File: src/rtl/ram_port_arbiter.sv
// ram_port_arbiter
// Shares one single-port SRAM between the instruction-fetch port and the
// data-bus RAM port. At most one access is issued per cycle; the one-cycle
// read response is routed back to the port that was granted. Addresses
// outside [AddrBase, AddrBase+MemSize) are granted but never reach the SRAM;
// they get an error response instead.
//
// Optional feature macro: RAM_ARB_FAIR_EN
//   defined   : a 4-bit starvation counter gives data priority once it has
//               been blocked MaxWait cycles in a row.
//   undefined : strict instruction priority, no counter.
//
// Ports
//   clk_sys, rst_sys_n          clock, async active-low reset
//   instr_req/addr_i            fetch request
//   instr_gnt/rvalid/rdata/err  fetch grant (comb) and response (1 cycle later)
//   data_req/we/be/addr/wdata_i data request
//   data_gnt/rvalid/rdata/err   data grant (comb) and response (1 cycle later)
//   mem_req/we/be/addr/wdata_o  SRAM request, driven in the grant cycle
//   mem_rdata_i                 SRAM read data, valid the cycle after mem_req_o
`timescale 1ns/1ps

module ram_port_arbiter #(
  parameter logic [31:0] AddrBase = 32'h0010_0000,
  parameter int unsigned MemSize  = 1048576,
  parameter int unsigned MaxWait  = 4
) (
  input  logic        clk_sys,
  input  logic        rst_sys_n,
  input  logic        instr_req_i,
  input  logic [31:0] instr_addr_i,
  output logic        instr_gnt_o,
  output logic        instr_rvalid_o,
  output logic [31:0] instr_rdata_o,
  output logic        instr_err_o,
  input  logic        data_req_i,
  input  logic        data_we_i,
  input  logic [3:0]  data_be_i,
  input  logic [31:0] data_addr_i,
  input  logic [31:0] data_wdata_i,
  output logic        data_gnt_o,
  output logic        data_rvalid_o,
  output logic [31:0] data_rdata_o,
  output logic        data_err_o,
  output logic        mem_req_o,
  output logic        mem_we_o,
  output logic [3:0]  mem_be_o,
  output logic [31:0] mem_addr_o,
  output logic [31:0] mem_wdata_o,
  input  logic [31:0] mem_rdata_i
);

  localparam logic [31:0] MEM_SIZE_W = 32'(MemSize);

  // Reject illegal starvation limits at elaboration time.
  if ((MaxWait < 32'd1) || (MaxWait > 32'd15)) begin : g_bad_max_wait
    $fatal(1, "ram_port_arbiter: MaxWait must be in 1..15");
  end

  logic w_instr_in_range;
  logic w_data_in_range;
  logic w_instr_gnt;
  logic w_data_gnt;
  logic r_rsp_instr;
  logic r_rsp_data;
  logic r_rsp_err;

  // Unsigned wrap makes addresses below AddrBase look huge, so they fail too.
  assign w_instr_in_range = (instr_addr_i - AddrBase) < MEM_SIZE_W;
  assign w_data_in_range  = (data_addr_i  - AddrBase) < MEM_SIZE_W;

`ifdef RAM_ARB_FAIR_EN
  localparam logic [3:0] MAX_WAIT_W = 4'(MaxWait);

  logic [3:0] r_wait_cnt;
  logic       w_starved;

  assign w_starved  = (r_wait_cnt == MAX_WAIT_W);
  // Grants are forced low during reset so nothing reaches the SRAM.
  assign w_data_gnt = rst_sys_n & data_req_i & (~instr_req_i | w_starved);

  // Count consecutive blocked data cycles, saturating at MaxWait.
  always_ff @(posedge clk_sys or negedge rst_sys_n) begin
    if (!rst_sys_n) begin
      r_wait_cnt <= 4'd0;
    end else if (data_req_i && !w_data_gnt) begin
      r_wait_cnt <= w_starved ? r_wait_cnt : (r_wait_cnt + 4'd1);
    end else begin
      r_wait_cnt <= 4'd0;
    end
  end
`else
  assign w_data_gnt = rst_sys_n & data_req_i & ~instr_req_i;
`endif

  assign w_instr_gnt = rst_sys_n & instr_req_i & ~w_data_gnt;
  assign instr_gnt_o = w_instr_gnt;
  assign data_gnt_o  = w_data_gnt;

  // SRAM request mux: only in-range grants are forwarded, everything else is 0.
  always_comb begin
    mem_req_o   = 1'b0;
    mem_we_o    = 1'b0;
    mem_be_o    = 4'h0;
    mem_addr_o  = 32'h0;
    mem_wdata_o = 32'h0;
    if (w_instr_gnt && w_instr_in_range) begin
      mem_req_o   = 1'b1;
      mem_we_o    = 1'b0;
      mem_be_o    = 4'hF;
      mem_addr_o  = instr_addr_i;
      mem_wdata_o = 32'h0;
    end else if (w_data_gnt && w_data_in_range) begin
      mem_req_o   = 1'b1;
      mem_we_o    = data_we_i;
      mem_be_o    = data_be_i;
      mem_addr_o  = data_addr_i;
      mem_wdata_o = data_wdata_i;
    end else begin
      mem_req_o   = 1'b0;
    end
  end

  // Remember who was granted and whether it was an out-of-range access.
  always_ff @(posedge clk_sys or negedge rst_sys_n) begin
    if (!rst_sys_n) begin
      r_rsp_instr <= 1'b0;
      r_rsp_data  <= 1'b0;
      r_rsp_err   <= 1'b0;
    end else begin
      r_rsp_instr <= w_instr_gnt;
      r_rsp_data  <= w_data_gnt;
      r_rsp_err   <= (w_instr_gnt & ~w_instr_in_range) |
                     (w_data_gnt  & ~w_data_in_range);
    end
  end

  assign instr_rvalid_o = r_rsp_instr;
  assign instr_err_o    = r_rsp_instr & r_rsp_err;
  assign instr_rdata_o  = (r_rsp_instr & ~r_rsp_err) ? mem_rdata_i : 32'h0;
  assign data_rvalid_o  = r_rsp_data;
  assign data_err_o     = r_rsp_data & r_rsp_err;
  assign data_rdata_o   = (r_rsp_data & ~r_rsp_err) ? mem_rdata_i : 32'h0;

endmodule

File: config.mk
export PLATFORM = sky130hd
export DESIGN_NAME = ram_port_arbiter
export DESIGN_NICKNAME = d
export VERILOG_FILES = /design/src/rtl/ram_port_arbiter.sv
export SDC_FILE = /design/constraint.sdc
export NUM_CORES = 1
export LEC_CHECK = 0
export ABC_AREA = 1
export CORE_AREA = 5 5 106 108
export CTS_CLUSTER_SIZE = 20
export DETAILED_ROUTE_END_ITERATION = 8
export DIE_AREA = 0 0 111 113
export SLEW_MARGIN = 20
export SYNTH_ARGS = -nofsm -noshare
export SYNTH_HDL_FRONTEND = slang
export SYNTH_SLANG_ARGS = --single-unit
File: constraint.sdc
create_clock -name clk_sys -period 2.3 [get_ports clk_sys]
set_clock_uncertainty 0.15 [all_clocks]
set_input_delay 0.46 -clock clk_sys [delete_from_list [all_inputs] [get_ports clk_sys]]
set_output_delay 0.46 -clock clk_sys [all_outputs]
set_load 0.02 [all_outputs]
==> metrics.txt, run 1 <==
# TYPE chip_impl_metric gauge
chip_impl_metric{name="grt_pass1_wl",unit="mm"} 15.12
chip_impl_metric{name="number_of_distinct_library_cells_after_synthesis",unit=""} 14
chip_impl_metric{name="timing.critical_path.fanout_max",unit=""} 2
chip_impl_metric{name="synthesis.area",unit="mm2"} 0.001366
chip_impl_metric{name="dr.pass1.iters",unit=""} 4
chip_impl_metric{name="layout-drive-gt1-share",unit="%"} 36.86
chip_impl_metric{name="drt.antenna.violating_nets",unit=""} 0
chip_impl_info{name="cell_types_with_the_largest_area_share_after_synthesis",value="sky130_fd_sc_hd__nor2_1 (30%), sky130_fd_sc_hd__nand2_1 (25%), sky130_fd_sc_hd__inv_1 (13%)"} 1
chip_impl_metric{name="grt_max_degree",unit=""} 26
chip_impl_info{name="clock_tree_from_tritoncts",value="yes"} 1
chip_impl_metric{name="drcViolationCount",unit=""} 0
chip_impl_metric{name="ctsLongestPathBuffers",unit=""} 2
chip_impl_metric{name="ir_drop_worst_case_vdd",unit="V"} 0.0001033
chip_impl_metric{name="p_per_area",unit="mW/mm2"} 132.0
chip_impl_metric{name="critical_path_arrival",unit="ps"} 1670
chip_impl_info{name="library_cell_occupying_the_most_area_in_the_post_synthesis_netlist",value="sky130_fd_sc_hd__nor2_1"} 1
chip_impl_metric{name="netlist.area_leader.share",unit="%"} 30.49
chip_impl_metric{name="cts_sinks",unit=""} 3
chip_impl_metric{name="via_count_of_the_first_global_routing_pass",unit=""} 3017
chip_impl_metric{name="cellLeakagePower",unit="nW"} 3.110
chip_impl_metric{name="final-setup-viol-count",unit=""} 0
chip_impl_metric{name="postSynthCellCount",unit=""} 314
chip_impl_metric{name="worst_hold_slack",unit="ps"} 0.4068
chip_impl_metric{name="grt_overflow_total",unit=""} 0
chip_impl_info{name="grt_setup_unrepaired",value="true"} 1
chip_impl_metric{name="die_width",unit="um"} 111
chip_impl_info{name="critPathCaptureType",value="primary output"} 1
chip_impl_metric{name="critical_path_required",unit="ps"} 1690
chip_impl_metric{name="floorplan.initialDensity",unit="%"} 13.48
chip_impl_metric{name="totalPowerFinal",unit="mW"} 0.6680
chip_impl_metric{name="die-area",unit="mm2"} 0.01254
chip_impl_metric{name="detail_route.wl_per_cell",unit="um"} 14.62
chip_impl_metric{name="chip_height",unit="um"} 113
chip_impl_metric{name="floorplan.rows",unit=""} 37
chip_impl_metric{name="vias",unit=""} 2992
chip_impl_info{name="timing_worst_setup_path_type",value="input pin to primary output"} 1
chip_impl_metric{name="grt.met3_usage",unit="%"} 5.134
chip_impl_metric{name="port_buffers",unit=""} 265
chip_impl_metric{name="maxCapViolations",unit=""} 0
chip_impl_metric{name="timing.final.crit_share",unit="%"} 99.08
chip_impl_info{name="gr-max-usage-layer",value="met2"} 1
chip_impl_metric{name="grt_use_met1",unit="%"} 14.65
chip_impl_metric{name="yosys_warnings",unit=""} 0
chip_impl_metric{name="area_growth",unit="%"} 270.4
chip_impl_info{name="min_path_type",value="input pin to async pin"} 1
chip_impl_metric{name="gp_congestion",unit=""} 0.8234
chip_impl_metric{name="layout.cell_area.non_filler",unit="mm2"} 0.005061
chip_impl_metric{name="grt_antenna_before_repair",unit=""} 1
chip_impl_metric{name="placedInstanceArea",unit="mm2"} 0.004180
chip_impl_info{name="setup.worst_path.start_class",value="input pin"} 1
chip_impl_metric{name="detail_route.vias_per_cell",unit=""} 4.032
chip_impl_metric{name="finalCriticalPeriod",unit="ps"} 2279
chip_impl_metric{name="synthesis.area_per_instance",unit="um2"} 4.351
chip_impl_metric{name="globalRouteMet2Util",unit="%"} 28.76
chip_impl_metric{name="route.final.wire_length",unit="mm"} 10.85
chip_impl_info{name="cts_root_buffer",value="sky130_fd_sc_hd__clkbuf_8"} 1
chip_impl_metric{name="slew_violations",unit=""} 0
chip_impl_metric{name="clkSlewWorstSetupHoldPaths",unit="ps"} 30
chip_impl_info{name="layout.cells.most_common",value="sky130_fd_sc_hd__clkdlybuf4s50_1"} 1
chip_impl_metric{name="h-tree-depth",unit=""} 1
chip_impl_metric{name="ioPinCount",unit=""} 277
chip_impl_metric{name="cts_buffers",unit=""} 3
chip_impl_info{name="layout.cells.most_common_list",value="sky130_fd_sc_hd__clkdlybuf4s50_1 (115), sky130_fd_sc_hd__nor2_1 (91), sky130_fd_sc_hd__nand2_1 (50)"} 1
chip_impl_metric{name="first_iter_violations",unit=""} 147
chip_impl_metric{name="timing.final.hold_violations",unit=""} 0
chip_impl_metric{name="dp.final_hpwl",unit="mm"} 8.137
chip_impl_info{name="outcome",value="complete, no violations"} 1
chip_impl_metric{name="synth-seq-area-share",unit="%"} 5.495
chip_impl_metric{name="fmax",unit="MHz"} 438.8
chip_impl_metric{name="postSynthRegisterBits",unit=""} 3
chip_impl_metric{name="coreArea",unit="mm2"} 0.01014
chip_impl_metric{name="design.final.nets",unit=""} 743
chip_impl_metric{name="grt.total_usage",unit="%"} 14.75
## through the flow
| stage | instances | setup slack [ps] | util [%] | TNS (ps) |
|---|---|---|---|---|
| global placement | 712 | -874.0 | 41.23 | -47190 |
| CTS | 734 | -15.11 | 45.24 | -121.1 |
| detailed placement | 712 | -890.8 | 41.23 | -47790 |
| floorplan | 324 | 148.1 | - | 0 |
| global route | 742 | -37.26 | 49.92 | -141.1 |
| finish | 742 | 21.08 | 49.92 | 0 |
## cells in the mapped netlist (all sizes together)
| master | count |
|---|---|
| nand3 | 22 |
| clkbuf | 8 |
| o21ai | 5 |
| and2 | 1 |
| conb | 1 |
| buf | 23 |
| dfrtp | 3 |
| inv | 48 |
| nor2 | 113 |
| nand2 | 90 |
## critical path: stages
cell and delay [ps]:
sky130_fd_sc_hd__clkdlybuf4s50_1 450, sky130_fd_sc_hd__inv_1 50, sky130_fd_sc_hd__nor2_1 90, sky130_fd_sc_hd__clkdlybuf4s50_1 620
## logic make-up after synthesis
logic type / share of synthesized area (%)
flops: 5.494
simple gates: 65.02
other cells: 0.2745
compound gates: 1.831
buf+inv: 27.38
## timing repair
| action | in CTS | in global routing |
|---|---|---|
| pin swaps | 35 | 49 |
| hold buffers | 0 | 0 |
| setup endpoints to repair | 101 | 82 |
| setup buffers | 10 | 1 |
| cloned | 9 | 6 |
| gates resized for setup | 477 | 125 |
## metal layers
layer,share of wire [%],routed length [um],up-vias
li1,-,-,1465
met2,52,5657,183
met1,36,3938,1325
met3,9.2,996,19
met5,0,0,-
met4,2.4,257,0
## final timing paths
kind | cells past startpoint | start | slack, ps | end
worst max-delay path | 4 | mem_rdata_i[16] | 20 | instr_rdata_o[16]
worst min-delay path | 2 | rst_sys_n | 0.4 | r_rsp_err
max in group asynchronous | 2 | rst_sys_n | 1900 | data_rvalid_o
min in group clk_sys | 4 | instr_req_i | 470 | r_rsp_err
## sequential cells by signal, indices dropped and copies added (netlist names)
| signal | count |
|---|---|
| data_rvalid_o | 1 |
| instr_rvalid_o | 1 |
| r_rsp_err | 1 |
## report_power, final
group          leakage, nW  switching (mW)  internal, mW
Clock               0.0228          0.0357         0.118
Sequential          0.0388         0.00266        0.0561
Combinational         3.05           0.193         0.262
## layout make-up
cell class / count / area, um2
multi-input combinational: 242 / 1389
fill: 973 / 5077
tap: 136 / 170.2
antenna: 1 / 2.502
sequential: 3 / 75.07
clock buffer: 4 / 45.04
timing repair buffer: 308 / 3192
inverter: 48 / 187.7
(Power assumes the default switching activity.)
==> inputs of run 2 (changes only) <==
--- a/config.mk
+++ b/config.mk
@@ -6,10 +6,11 @@
 export NUM_CORES = 1
 export LEC_CHECK = 0
 export ABC_AREA = 1
-export CORE_AREA = 5 5 106 108
+export CORE_AREA = 5 5 104 106
 export CTS_CLUSTER_SIZE = 20
 export DETAILED_ROUTE_END_ITERATION = 8
-export DIE_AREA = 0 0 111 113
+export DIE_AREA = 0 0 109 111
+export DONT_BUFFER_PORTS = 1
 export SLEW_MARGIN = 20
 export SYNTH_ARGS = -nofsm -noshare
 export SYNTH_HDL_FRONTEND = slang
==> run 2 against run 1 <==
Against the previous run:
- die area shrank 3.5%
- sequential cell count is the same
- final cell count shrank 26%
- clock-buffer cell count is the same
- sequential power grew 3%
- critical path type unchanged
- largest cell class is now multi-input combinational cells
==> metrics.txt, run 2 (synthesis results as in run 1) <==
# TYPE chip_impl_metric gauge
chip_impl_metric{name="path_buf_inv",unit=""} 3
chip_impl_info{name="clock_tree_from_tritoncts",value="yes"} 1
chip_impl_metric{name="dr.pass1.iters",unit=""} 4
chip_impl_metric{name="p_per_area",unit="mW/mm2"} 178.5
chip_impl_metric{name="dpl_cells",unit=""} 541
chip_impl_metric{name="floorplan.initialDensity",unit="%"} 14.11
chip_impl_info{name="timing_worst_setup_path_type",value="input pin to primary output"} 1
chip_impl_metric{name="critical_path_required",unit="ps"} 1690
chip_impl_metric{name="die_width",unit="um"} 109
chip_impl_metric{name="slew_violations",unit=""} 0
chip_impl_metric{name="ioPinCount",unit=""} 277
chip_impl_info{name="critPathCaptureType",value="primary output"} 1
chip_impl_metric{name="die-area",unit="mm2"} 0.01210
chip_impl_metric{name="first_iter_violations",unit=""} 132
chip_impl_info{name="layout.cells.most_common_list",value="sky130_fd_sc_hd__buf_4 (112), sky130_fd_sc_hd__nor2_1 (111), sky130_fd_sc_hd__nand2_1 (90)"} 1
chip_impl_metric{name="area_growth",unit="%"} 71.25
chip_impl_metric{name="antenna-diode-count",unit=""} 0
chip_impl_info{name="critical-path-slowest-cell",value="sky130_fd_sc_hd__buf_12"} 1
chip_impl_info{name="outcome",value="complete, no violations"} 1
chip_impl_info{name="cts_root_buffer",value="sky130_fd_sc_hd__clkbuf_8"} 1
chip_impl_metric{name="coreArea",unit="mm2"} 0.009684
chip_impl_metric{name="port_buffers",unit=""} 0
chip_impl_metric{name="ir_drop_worst_case_vdd",unit="V"} 0.00006588
chip_impl_metric{name="timing.final.crit_share",unit="%"} 91.85
chip_impl_metric{name="fin_setup_tns",unit="ps"} 0
chip_impl_info{name="grt_setup_unrepaired",value="false"} 1
chip_impl_info{name="path_delay_family",value="simple AND/OR/NAND/NOR gates"} 1
chip_impl_metric{name="final-seq-area",unit="um2"} 75.07
chip_impl_metric{name="grt_antenna_before_repair",unit=""} 0
chip_impl_metric{name="timing.final.hold_violations",unit=""} 0
chip_impl_info{name="route.top_layer_used",value="met4"} 1
chip_impl_metric{name="grt_overflow_total",unit=""} 0
chip_impl_metric{name="critical_path_arrival",unit="ps"} 1500
chip_impl_metric{name="drcViolationCount",unit=""} 0
chip_impl_metric{name="route.met3.wl",unit="mm"} 1.198
chip_impl_metric{name="utilization",unit="%"} 24.16
chip_impl_metric{name="route.final.wire_length",unit="mm"} 7.668
chip_impl_metric{name="ctsLongestPathBuffers",unit=""} 2
chip_impl_metric{name="critical_path.max_stage_delay",unit="ps"} 180
chip_impl_metric{name="grt_pass1_wl",unit="mm"} 10.89
chip_impl_metric{name="timing.critical_path.fanout_max",unit=""} 39
chip_impl_metric{name="dp.final_hpwl",unit="mm"} 6.882
chip_impl_metric{name="cts_buffers",unit=""} 3
chip_impl_info{name="timing.critical_path.cells",value="nor2_1 -> nand2_1 -> inv_1 -> nand2_1 -> nor2_2 -> nand2_1 -> buf_12 -> o21ai_0 -> buf_4"} 1
chip_impl_metric{name="n_fill_cell",unit=""} 1096
chip_impl_info{name="cpMostUsedCell",value="sky130_fd_sc_hd__nand2_1"} 1
chip_impl_metric{name="grt.total_usage",unit="%"} 11.39
chip_impl_metric{name="design.final.nets",unit=""} 551
chip_impl_metric{name="layoutNonFillerInstCount",unit=""} 546
chip_impl_metric{name="detail_route.wl_per_cell",unit="um"} 14.04
chip_impl_metric{name="detail_route.vias_per_cell",unit=""} 3.905
chip_impl_metric{name="met1_length",unit="mm"} 2.425
chip_impl_metric{name="fmax",unit="MHz"} 473.4
chip_impl_metric{name="maxCapViolations",unit=""} 0
chip_impl_info{name="min_path_type",value="input pin to register"} 1
chip_impl_metric{name="via_count_of_the_first_global_routing_pass",unit=""} 2081
chip_impl_metric{name="chip_height",unit="um"} 111
chip_impl_metric{name="layout-drive-gt1-share",unit="%"} 29.30
chip_impl_metric{name="vias",unit=""} 2132
chip_impl_metric{name="met2RoutedLength",unit="mm"} 3.978
chip_impl_metric{name="cts_sinks",unit=""} 3
chip_impl_metric{name="multi_input_comb_area",unit="um2"} 962.2
chip_impl_metric{name="h-tree-depth",unit=""} 1
chip_impl_metric{name="finalCriticalPeriod",unit="ps"} 2113
chip_impl_metric{name="drt.antenna.violating_nets",unit=""} 0
chip_impl_info{name="setup.worst_path.start_class",value="input pin"} 1
chip_impl_metric{name="floorplan.rows",unit=""} 36
chip_impl_info{name="layout.cells.most_common",value="sky130_fd_sc_hd__buf_4"} 1
chip_impl_metric{name="final-setup-viol-count",unit=""} 0
chip_impl_metric{name="gp_congestion",unit=""} 0.7524
chip_impl_metric{name="grt_max_degree",unit=""} 40
chip_impl_metric{name="clkSlewWorstSetupHoldPaths",unit="ps"} 30
chip_impl_metric{name="cellLeakagePower",unit="nW"} 1.577
## run 2: cell types whose count changed in the layout (fill, tap and decap cells not counted), sizes merged
cell,before,now
buf,103,115
bufbuf,1,0
clkbuf,25,4
clkdlybuf4s15,2,0
clkdlybuf4s50,115,0
diode,1,0
dlygate4sd2,43,0
dlygate4sd3,0,1
dlymetal6s2s,23,0
## run 2: final timing paths
path,end,depth (start not counted),slack (ps),start
max in group asynchronous,data_rvalid_o,1,1470,rst_sys_n
max,mem_be_o[2],9,190,data_addr_i[29]
min,r_rsp_err,2,320,rst_sys_n
min in group asynchronous,r_rsp_err,1,360,rst_sys_n
## run 2: layout make-up
| cell class | count | share of cell area, % |
|---|---|---|
| clock buffers | 4 | 1.925 |
| inverters | 48 | 7.701 |
| multi-input cells | 242 | 41.12 |
| flip-flops and latches | 3 | 3.209 |
| well taps | 133 | 7.112 |
| repair buffers | 116 | 38.93 |
## run 2: power breakdown
group	switching [mW]	total, mW	internal (mW)
combinational	0.133	0.204	0.0714
sequential	0.00441	0.0604	0.0560
clock	0.0348	0.153	0.118
## run 2: per-stage QoR
stage                     area (um2)  hold slack (ps)  setup slack (ps)  power, mW
after global placement          2277            14.85             98.45     0.2622
final                           2340            319.9             187.5     0.4177
after floorplan                 1404            14.41             148.1     0.2052
after global routing            2340            385.9             5.256     0.4476
after CTS                       2332            331.5             86.59     0.4248
after detailed placement        2277            14.87             95.66     0.2643
## run 2: repair_timing
item	in CTS	in global routing
hold buffers	1	0
gates resized for setup	0	4
hold endpoints to repair	3	0
setup buffers	0	0
endpoints found under the setup margin	0	12
## run 2: per-layer routing
layer / vias up / global-route usage [%]
met2: 170 / 21.83
met3: 4 / 4.950
met4: 0 / 2.778
met1: 880 / 10.81
met5: - / 0
li1: 1078 / -
==> inputs of run 3 (changes only) <==
--- a/config.mk
+++ b/config.mk
@@ -6,11 +6,11 @@
 export NUM_CORES = 1
 export LEC_CHECK = 0
 export ABC_AREA = 1
-export CORE_AREA = 5 5 104 106
+export CORE_AREA = 5 5 106 108
 export CTS_CLUSTER_SIZE = 20
 export DETAILED_ROUTE_END_ITERATION = 8
-export DIE_AREA = 0 0 109 111
-export DONT_BUFFER_PORTS = 1
+export DIE_AREA = 0 0 111 113
+export SETUP_SLACK_MARGIN = 0.02
 export SLEW_MARGIN = 20
 export SYNTH_ARGS = -nofsm -noshare
 export SYNTH_HDL_FRONTEND = slang
==> run 3 against run 2 <==
Against the previous run:
- combinational power up 130%
- final cell count up 36%
- setup slack worse by 170 ps
- core utilization up 28 points
- first-iteration DRC count up 11%
- critical path depth up 2
- maximum frequency down 7.4%
- worst hold slack worse by 320 ps
- critical endpoint is now mem_addr_o[11]
- largest cell class is now buffers
==> metrics.txt, run 3 (synthesis results as in run 1) <==
# TYPE chip_impl_metric gauge
chip_impl_info{name="outcome",value="complete, no violations"} 1
chip_impl_metric{name="power.internal",unit="mW"} 0.4405
chip_impl_metric{name="first_iter_violations",unit=""} 147
chip_impl_metric{name="crit_cells",unit=""} 11
chip_impl_metric{name="cts_sinks",unit=""} 3
chip_impl_metric{name="drt.antenna.violating_nets",unit=""} 0
chip_impl_metric{name="p_per_area",unit="mW/mm2"} 129.9
chip_impl_info{name="timing_worst_setup_path_type",value="input pin to primary output"} 1
chip_impl_info{name="setup.worst_path.start_class",value="input pin"} 1
chip_impl_metric{name="grt_antenna_before_repair",unit=""} 1
chip_impl_info{name="critical-path-slowest-cell",value="sky130_fd_sc_hd__clkbuf_16"} 1
chip_impl_metric{name="drcViolationCount",unit=""} 0
chip_impl_metric{name="ioPinCount",unit=""} 277
chip_impl_metric{name="port_buffers",unit=""} 265
chip_impl_metric{name="design.final.nets",unit=""} 742
chip_impl_metric{name="layout.cell_area.non_filler",unit="mm2"} 0.005270
chip_impl_metric{name="route.final.wire_length",unit="mm"} 11.08
chip_impl_metric{name="netSwitchingPower",unit="mW"} 0.2442
chip_impl_metric{name="power.combinational.fraction",unit="%"} 68.9
chip_impl_metric{name="gp_congestion",unit=""} 0.8234
chip_impl_metric{name="dr.pass1.iters",unit=""} 4
chip_impl_metric{name="chip_height",unit="um"} 113
chip_impl_metric{name="detail_route.vias_per_cell",unit=""} 4.067
chip_impl_metric{name="h-tree-depth",unit=""} 1
chip_impl_metric{name="die_width",unit="um"} 111
chip_impl_metric{name="critical_path.max_stage_delay",unit="ps"} 160
chip_impl_metric{name="layout-drive-gt1-share",unit="%"} 42.55
chip_impl_metric{name="ctsLongestPathBuffers",unit=""} 2
chip_impl_metric{name="timing.final.hold_violations",unit=""} 0
chip_impl_metric{name="grt_overflow_total",unit=""} 0
chip_impl_metric{name="grt.total_usage",unit="%"} 15.01
chip_impl_metric{name="seq_power_share",unit="%"} 8.6
chip_impl_metric{name="cellLeakagePower",unit="nW"} 2.874
chip_impl_metric{name="timing.critical_path.fanout_max",unit=""} 6
chip_impl_metric{name="path_buf_inv",unit=""} 5
chip_impl_info{name="critPathCaptureType",value="primary output"} 1
chip_impl_metric{name="maxCapViolations",unit=""} 0
chip_impl_metric{name="clkSlewWorstSetupHoldPaths",unit="ps"} 30
chip_impl_info{name="path_delay_family",value="buffers and inverters"} 1
chip_impl_metric{name="ctsHoldBuffers",unit=""} 0
chip_impl_metric{name="coreArea",unit="mm2"} 0.01014
chip_impl_metric{name="final-setup-viol-count",unit=""} 0
chip_impl_metric{name="slew_violations",unit=""} 0
chip_impl_metric{name="share_clk_of_total_power",unit="%"} 22.5
chip_impl_info{name="layout.cells.most_common_list",value="sky130_fd_sc_hd__clkdlybuf4s50_1 (114), sky130_fd_sc_hd__nor2_1 (77), sky130_fd_sc_hd__dlygate4sd2_1 (64)"} 1
chip_impl_metric{name="ir_drop_worst_case_vdd",unit="V"} 0.0001027
chip_impl_metric{name="die-area",unit="mm2"} 0.01254
chip_impl_metric{name="critical_path_required",unit="ps"} 1690
chip_impl_metric{name="vias",unit=""} 3014
chip_impl_metric{name="fmax",unit="MHz"} 438.3
chip_impl_metric{name="dp.final_hpwl",unit="mm"} 8.137
chip_impl_metric{name="grt_max_degree",unit=""} 26
chip_impl_info{name="min_path_type",value="input pin to async pin"} 1
chip_impl_info{name="layout.cells.most_common",value="sky130_fd_sc_hd__clkdlybuf4s50_1"} 1
chip_impl_metric{name="finalCriticalPeriod",unit="ps"} 2282
chip_impl_metric{name="placedInstanceArea",unit="mm2"} 0.004180
chip_impl_metric{name="floorplan.rows",unit=""} 37
chip_impl_metric{name="cts_buffers",unit=""} 3
chip_impl_metric{name="timing.final.crit_share",unit="%"} 99.20
chip_impl_metric{name="fin_setup_tns",unit="ps"} 0
chip_impl_metric{name="area_growth",unit="%"} 285.7
chip_impl_metric{name="swShare",unit="%"} 35.67
chip_impl_info{name="cts_root_buffer",value="sky130_fd_sc_hd__clkbuf_8"} 1
chip_impl_metric{name="floorplan.initialDensity",unit="%"} 13.48
chip_impl_info{name="grt_setup_unrepaired",value="true"} 1
chip_impl_info{name="clock_tree_from_tritoncts",value="yes"} 1
chip_impl_metric{name="detail_route.wl_per_cell",unit="um"} 14.95
chip_impl_metric{name="via_count_of_the_first_global_routing_pass",unit=""} 3052
chip_impl_info{name="timing.critical_path.cells",value="buf_2 -> nor2_4 -> nand2_2 -> nor2_4 -> nand3_4 -> buf_12 -> clkbuf_16 -> buf_16 -> nand3_4 -> nand2_2 -> buf_6"} 1
chip_impl_metric{name="grt_pass1_wl",unit="mm"} 15.39
chip_impl_metric{name="critical_path_arrival",unit="ps"} 1670
-- run 3: what timing repair did --
action                                  4_1_cts  5_1_grt
endpoints found under the setup margin      122       62
setup buffers                                10        0
gates resized for setup                     534      166
cloned                                        9        6
pin swaps                                    38       38
-- run 3: cell type report --
cell class	count	area (um2)
clock buffers	4	45.04
repair buffers	307	3211
multi-input cells	242	1579
diodes	1	2.502
flip-flops and latches	3	75.07
inverters	48	187.7
fillers	933	4868
well taps	136	170.2
-- run 3: worst paths after layout --
path | slack (ps) | startpoint | endpoint
min | 0.4 | rst_sys_n | r_rsp_err
max in group asynchronous | 1900 | rst_sys_n | data_rvalid_o
min in group clk_sys | 480 | rst_sys_n | instr_rvalid_o
max | 20 | instr_addr_i[27] | mem_addr_o[11]
-- run 3: per-layer routing --
metal / wire, um / track usage (%)
met5: 0 / 0
met4: 240 / 4.844
met3: 1168 / 4.920
met2: 5891 / 29.21
met1: 3777 / 15.01
-- run 3: stage by stage --
stage               utilization [%]  instances  setup slack [ps]  power, mW  hold WS, ps
floorplan                         -        324             148.1     0.2052        14.41
global placement              41.23        712            -874.0     0.5141        634.8
detailed placement            41.23        712            -890.8     0.5173        629.2
CTS                           46.06        735            -51.10     0.6586        142.0
global route                  51.98        741            -44.67     0.7261        6.561
finish                        51.98        741             18.50     0.6847       0.3980
-- run 3: power groups by stage --
stage	Sequential [mW]	Combinational (mW)	Clock, mW
2_1_floorplan	0.0604	0.145	0
4_1_cts	0.0590	0.439	0.161
3_5_place_dp	0.0595	0.458	0
3_3_place_gp	0.0595	0.455	0
5_1_grt	0.0592	0.502	0.165
6_report	0.0587	0.472	0.154
